===== config.mk =====
export PLATFORM = sky130hd
export DESIGN_NAME = tcb_htif_responder
export DESIGN_NICKNAME = d
export VERILOG_FILES = /design/src/rtl/tcb_htif_pkg.sv /design/src/rtl/tcb_htif_fifo.sv /design/src/rtl/tcb_htif_responder.sv
export SDC_FILE = /design/constraint.sdc
export NUM_CORES = 1
export LEC_CHECK = 0
export CAP_MARGIN = 20
export CORE_UTILIZATION = 40
export DETAILED_ROUTE_END_ITERATION = 7
export SLEW_MARGIN = 10
export SYNTH_ARGS = -nofsm -noshare
export SYNTH_HDL_FRONTEND = slang
export SYNTH_SLANG_ARGS = --single-unit

===== constraint.sdc =====
create_clock -name clk -period 10.35 [get_ports clk]
set_input_delay 2.07 -clock clk [delete_from_list [all_inputs] [get_ports clk]]
set_output_delay 2.07 -clock clk [all_outputs]
set_load 0.03 [all_outputs]

===== src/rtl/tcb_htif_pkg.sv =====
// rtl/tcb_htif_pkg.sv - shared types and constants for the TCB HTIF responder
//
// Purpose: register offset enum, TCB transfer size encodings, STATUS bit
// positions and a small decode helper used by tcb_htif_responder.
// Ports: none (package).

package tcb_htif_pkg;

  // Register offsets within the 16-byte window, selected by adr[3:2].
  typedef enum logic [1:0] {
    REG_TOHOST   = 2'd0,
    REG_FROMHOST = 2'd1,
    REG_CONSOLE  = 2'd2,
    REG_STATUS   = 2'd3
  } htif_reg_e;

  // TCB transfer size, fn3[1:0].
  typedef enum logic [1:0] {
    SIZ_BYTE = 2'd0,
    SIZ_HALF = 2'd1,
    SIZ_WORD = 2'd2,
    SIZ_RSV  = 2'd3
  } tcb_siz_e;

  // STATUS register layout.
  localparam int unsigned STS_HALT    = 0;
  localparam int unsigned STS_FULL    = 1;
  localparam int unsigned STS_EMPTY   = 2;
  localparam int unsigned STS_CNT_LSB = 8;
  localparam int unsigned STS_CNT_W   = 8;

  // TOHOST and FROMHOST only accept aligned word accesses.
  function automatic logic is_word_reg(htif_reg_e r);
    return (r == REG_TOHOST) || (r == REG_FROMHOST);
  endfunction

endpackage


===== src/rtl/tcb_htif_fifo.sv =====
// rtl/tcb_htif_fifo.sv - synchronous console byte FIFO
//
// Purpose: power-of-two deep FIFO with free-running wrapping pointers and an
// explicit occupancy counter one bit wider than the pointers.
// Ports:
//   clk, rst       clock, asynchronous active-high reset
//   push, push_dat write request and data (ignored when full)
//   pop            read request (ignored when empty)
//   head           oldest entry, valid while empty is low
//   full, empty    occupancy flags
//   count          number of stored entries, 0..DEPTH

module tcb_htif_fifo #(
  parameter int unsigned DEPTH = 16,
  parameter int unsigned DW    = 8
) (
  input  logic                     clk,
  input  logic                     rst,
  input  logic                     push,
  input  logic [DW-1:0]            push_dat,
  input  logic                     pop,
  output logic [DW-1:0]            head,
  output logic                     full,
  output logic                     empty,
  output logic [$clog2(DEPTH):0]   count
);

  localparam int unsigned AW = $clog2(DEPTH);

  logic [DW-1:0] mem [DEPTH];
  logic [AW-1:0] wr_ptr;
  logic [AW-1:0] rd_ptr;
  logic          do_push;
  logic          do_pop;

  assign full    = (count == (AW+1)'(DEPTH));
  assign empty   = (count == '0);
  assign head    = mem[rd_ptr];
  assign do_push = push & ~full;
  assign do_pop  = pop & ~empty;

  always_ff @(posedge clk or posedge rst) begin
    if (rst) begin
      wr_ptr <= '0;
      rd_ptr <= '0;
      count  <= '0;
      for (int i = 0; i < DEPTH; i++) begin
        mem[i] <= '0;
      end
    end else begin
      if (do_push) begin
        mem[wr_ptr] <= push_dat;
        wr_ptr      <= wr_ptr + 1'b1;
      end
      if (do_pop) begin
        rd_ptr <= rd_ptr + 1'b1;
      end
      case ({do_push, do_pop})
        2'b10:   count <= count + 1'b1;
        2'b01:   count <= count - 1'b1;
        default: count <= count;
      endcase
    end
  end

endmodule


===== src/rtl/tcb_htif_responder.sv =====
// rtl/tcb_htif_responder.sv - TCB subordinate implementing the HTIF host interface
//
// Purpose: tohost/fromhost registers, sticky halt with exit code, and a
// console byte FIFO drained through a valid/ready stream.
// Ports:
//   clk, rst            clock, asynchronous active-high reset
//   tcb_vld/wen/adr/fn3/wdt  TCB request
//   tcb_rdt, tcb_err    registered response, one cycle after the transfer
//   tcb_rdy             low only while a console write waits on a full FIFO
//   con_vld/dat/rdy     console byte stream
//   halt, exit_code     sticky halt flag and tohost[31:1] captured at halt

module tcb_htif_responder
  import tcb_htif_pkg::*;
#(
  parameter int unsigned    ABW        = 32,
  parameter int unsigned    DBW        = 32,
  parameter logic [ABW-1:0] ADR_BASE   = 32'h8040_0000,
  parameter int unsigned    FIFO_DEPTH = 16
) (
  input  logic           clk,
  input  logic           rst,
  input  logic           tcb_vld,
  input  logic           tcb_wen,
  input  logic [ABW-1:0] tcb_adr,
  input  logic [2:0]     tcb_fn3,
  input  logic [DBW-1:0] tcb_wdt,
  output logic [DBW-1:0] tcb_rdt,
  output logic           tcb_err,
  output logic           tcb_rdy,
  output logic           con_vld,
  output logic [7:0]     con_dat,
  input  logic           con_rdy,
  output logic           halt,
  output logic [30:0]    exit_code
);

  localparam int unsigned CW = $clog2(FIFO_DEPTH) + 1;

  logic           hit;
  htif_reg_e      off;
  tcb_siz_e       siz;
  logic           trn;
  logic           req_err;
  logic           wr_ok;
  logic           push;
  logic           pop;
  logic           fifo_full;
  logic           fifo_empty;
  logic [CW-1:0]  fifo_count;
  logic [7:0]     fifo_head;
  logic [DBW-1:0] tohost;
  logic [DBW-1:0] fromhost;
  logic [DBW-1:0] status;
  logic [DBW-1:0] rd_data;

  // The signedness bit of fn3 has no meaning for these registers.
  logic unused_uns;
  assign unused_uns = tcb_fn3[2];

  assign hit = (tcb_adr[ABW-1:4] == ADR_BASE[ABW-1:4]);
  assign off = htif_reg_e'(tcb_adr[3:2]);
  assign siz = tcb_siz_e'(tcb_fn3[1:0]);

  // Only a console write into a full FIFO stalls; a same-cycle pop does not
  // unblock it, so the push lands one cycle after space frees.
  assign tcb_rdy = ~(tcb_vld & tcb_wen & hit & (off == REG_CONSOLE) & fifo_full);
  assign trn     = tcb_vld & tcb_rdy;

  assign req_err = ~hit
                 | (siz == SIZ_RSV)
                 | (is_word_reg(off) & ((siz != SIZ_WORD) | (tcb_adr[1:0] != 2'b00)));

  assign wr_ok = trn & tcb_wen & ~req_err;
  assign push  = wr_ok & (off == REG_CONSOLE);

  assign con_vld = ~fifo_empty;
  assign con_dat = fifo_head;
  assign pop     = con_vld & con_rdy;

  tcb_htif_fifo #(
    .DEPTH (FIFO_DEPTH),
    .DW    (8)
  ) u_fifo (
    .clk      (clk),
    .rst      (rst),
    .push     (push),
    .push_dat (tcb_wdt[7:0]),
    .pop      (pop),
    .head     (fifo_head),
    .full     (fifo_full),
    .empty    (fifo_empty),
    .count    (fifo_count)
  );

  always_comb begin
    status                             = '0;
    status[STS_HALT]                   = halt;
    status[STS_FULL]                   = fifo_full;
    status[STS_EMPTY]                  = fifo_empty;
    status[STS_CNT_LSB +: STS_CNT_W]   = STS_CNT_W'(fifo_count);
  end

  always_comb begin
    rd_data = '0;
    case (off)
      REG_TOHOST:   rd_data = tohost;
      REG_FROMHOST: rd_data = fromhost;
      REG_STATUS:   rd_data = status;
      default:      rd_data = '0;
    endcase
  end

  always_ff @(posedge clk or posedge rst) begin
    if (rst) begin
      tcb_rdt   <= '0;
      tcb_err   <= 1'b0;
      tohost    <= '0;
      fromhost  <= '0;
      halt      <= 1'b0;
      exit_code <= '0;
    end else begin
      // Response holds between transfers; writes and errors return zero.
      if (trn) begin
        tcb_err <= req_err;
        tcb_rdt <= (tcb_wen | req_err) ? '0 : rd_data;
      end
      if (wr_ok && (off == REG_TOHOST)) begin
        tohost <= tcb_wdt;
        // First odd write halts; later writes leave halt and exit code alone.
        if (tcb_wdt[0] && !halt) begin
          halt      <= 1'b1;
          exit_code <= tcb_wdt[31:1];
        end
      end
      if (wr_ok && (off == REG_FROMHOST)) begin
        fromhost <= tcb_wdt;
      end
    end
  end

endmodule


==> flow_summary.ini <==
[synthesis]
syn_avg_cell_area_sq_um = 15.3
async_reset_ff_share_pct = 100
yosysUniqueCellTypes = 51
yosys.area.top_type = dfrtp_1
yosys_warnings = 0
synth_top_area_share_pct = 53.6
synthTopCellsByArea = dfrtp_1, mux2_2, mux4_2
synth-edff-count = 0
synth.cell_area_sq_mm = 0.0126
syn-num-nets = 905
yosysSeqAreaShare_pct = 53.6
synth_flop_cell = dfrtp_1
ys_ff_latch = 270
synthCells = 825

[clock_tree]
clockBufferDepth = 3
cts_tree = done
cts_setup_buffers = 0
cts_buffers = 31
insertion_delay_ns = 0.56
cts_root_buf = clkbuf_16
hold_buffers = 0
htree_levels = 1
path_clk_slew_ns = 0.06
cts.repair.resized = 0
clkSinkCount = 270

[grt]
grt_pass1_wl_um = 46300
grt_pass1_vias = 7822
antenna_found_initial = 0
grt_usage_pct = 18.2
grt_max_degree = 170
overflow = 0

[layout]
register_area_sq_mm = 0.00676
syn_to_final_growth_pct = 21.3
fillCellCount = 2669
fin_util_pct = 49.7
multi_input_area_sq_mm = 0.00540
post-route-cell-area_sq_mm = 0.0153
n_antenna_cell = 0
final_cell_mix = dfrtp_1, mux2_2, clkdlybuf4s50_1
nets = 1025
drive_gt1_share_pct = 34.1
final_common_cell = dfrtp_1

[routing]
vias = 7376
drtIter0Drc = 364
drc = 0
totalWireLength_um = 28300
drtPass1Iterations = 6
vias_per_cell = 5.42
ant_nets = 0
wl_per_cell_um = 20.8

[sta]
max_slew.worst_pin.slew_ns = 1.07
period_needed_ns = 6.50
setup_violations = 0
finalCritPeriodShare_pct = 62.8
slew_violations = 0
max-slew-margin-rel_pct = 28.3
finalHoldViolCount = 0
hold_ws_ns = 0.484
tns_ns = 0
fin_worst_skew_ns = 0.0198
rsz0062_at_grt = false
max_freq_mhz = 154

[placement]
place_congestion = 0.737
dpl_cell_area_sq_mm = 0.0142
dp_hpwl_um = 17000
io_buffer_count = 145

[critical_path]
slowest_stage = and4_2
worstSetupPathType = input port to primary output
cpLargestDelayFamily = simple AND/OR/NAND/NOR gates
cp.buffers_inverters = 2
max_stage_delay_ns = 0.88
crit_path_max_fanout = 27
cp-end-kind = primary output
start_kind = input port
crit_chain = clkdlybuf4s50_1, nor4b_1, and4_2, nand3_1, clkdlybuf4s50_1
arrival_ns = 4.43
cp.required_ns = 8.28
crit_path_frequent_cell = clkdlybuf4s50_1

[power]
p_comb_share_pct = 11.4
power_uw = 2510
p_int_uw = 1870
p_leak_uw = 0.00722
ir_worst_vdd_v = 0.000159
swShare_pct = 25.6
clock_power_share_pct = 43.5
pwr-share-seq_pct = 45.1
powerDensity_mw_per_mm2 = 164
p_switching_uw = 642

[die]
die_area_sq_mm = 0.0322
io_pins = 147
die_y_um = 179
core_area_sq_mm = 0.0307
initial_core_util_pct = 41.0
rows = 64
die_x_um = 179

[hold_path]
hold_class = flip-flop to flip-flop

[outcome]
outcome = completed

[flow_run]
cap_viol_max_count = 0
==> per-layer routing <==
metal / vias to the layer above / wire (um) / global-route usage (%)
met1: 3868 / 13700 / 26.4
met2: 134 / 13400 / 29.5
met4: 0 / 322 / 3.48
met5: - / 0 / 0
li1: 3350 / - / -
met3: 24 / 913 / 2.29
==> stage by stage <==
stage          setup WS [ns]  cells
2_1_floorplan          0.841    825
3_3_place_gp            3.85   1307
3_5_place_dp            3.84   1307
4_1_cts                 3.81   1360
5_1_grt                 3.66   1361
6_report                3.85   1361
==> cells in the mapped netlist, types with 6 or more instances <==
library cell / instances
clkbuf_1: 22
nand4_4: 12
mux2_4: 6
mux4_2: 40
xor2_1: 6
nand3b_1: 8
nor4_1: 7
mux2i_1: 30
xnor2_1: 7
ha_1: 8
o2bb2ai_1: 32
buf_6: 14
a21oi_1: 11
nor3_1: 6
a211oi_2: 8
buf_2: 13
buf_1: 12
nand2_1: 7
nand4_1: 7
nand3_1: 8
mux2_2: 185
nor2_1: 9
a211oi_1: 7
inv_1: 14
mux2_1: 35
dfrtp_1: 270
==> power by group through the flow <==
stage | logic [uW] | registers [uW] | clock network, uW
floorplan | 243 | 1100 | 0
global placement | 291 | 1150 | 0
detailed placement | 293 | 1150 | 0
CTS | 293 | 1130 | 1120
global route | 316 | 1140 | 1160
finish | 286 | 1130 | 1090
==> cell type report <==
class	instances	area share [%]
Sequential cell	270	44.2
Multi-Input combinational cell	474	35.3
Timing Repair Buffer	154	10.0
Clock buffer	44	5.99
Tap cell	396	3.24
Clock inverter	9	0.770
Inverter	14	0.393
==> state kept, by name, indices dropped and copies added (netlist names) <==
| name | flops |
|---|---|
| u_fifo.count | 5 |
| halt | 1 |
| fromhost | 32 |
| u_fifo.wr_ptr | 4 |
| u_fifo.mem | 128 |
| tcb_rdt | 32 |
| exit_code | 31 |
| tcb_err | 1 |
| tohost | 32 |
| u_fifo.rd_ptr | 4 |
==> final timing paths <==
path / from / to / slack, ns / cells after the start
max: tcb_adr[13] / tcb_rdy / 3.85 / 5
min: tohost[6]$_DFFE_PP0P_ / tohost[6]$_DFFE_PP0P_ / 0.48 / 1
max reg2reg: u_fifo.count[1]$_DFFE_PP0P_ / u_fifo.count[4]$_DFFE_PP0P_ / 6.85 / 10
min reg2reg: tohost[6]$_DFFE_PP0P_ / tohost[6]$_DFFE_PP0P_ / 0.48 / 1
max in group asynchronous: rst / fromhost[11]$_DFFE_PP0P_ / 6.91 / 3
min in group asynchronous: rst / u_fifo.mem[33]$_DFFE_PP0P_ / 2.04 / 2
==> kinds of logic after synthesis <==
| kind of cell | count (synthesis) | share of synthesized area (%) |
|---|---|---|
| adder cells (fa/ha/maj) | 8 | 0.795 |
| AND/OR/NAND/NOR | 84 | 5.57 |
| XOR/XNOR | 13 | 0.904 |
| multiplexers | 296 | 29.9 |
| flip-flops | 270 | 53.6 |
| AO/OA/AOI/OAI | 73 | 5.53 |
| buffers and inverters | 81 | 3.64 |
No activity file was read; power rests on OpenSTA's default activity.
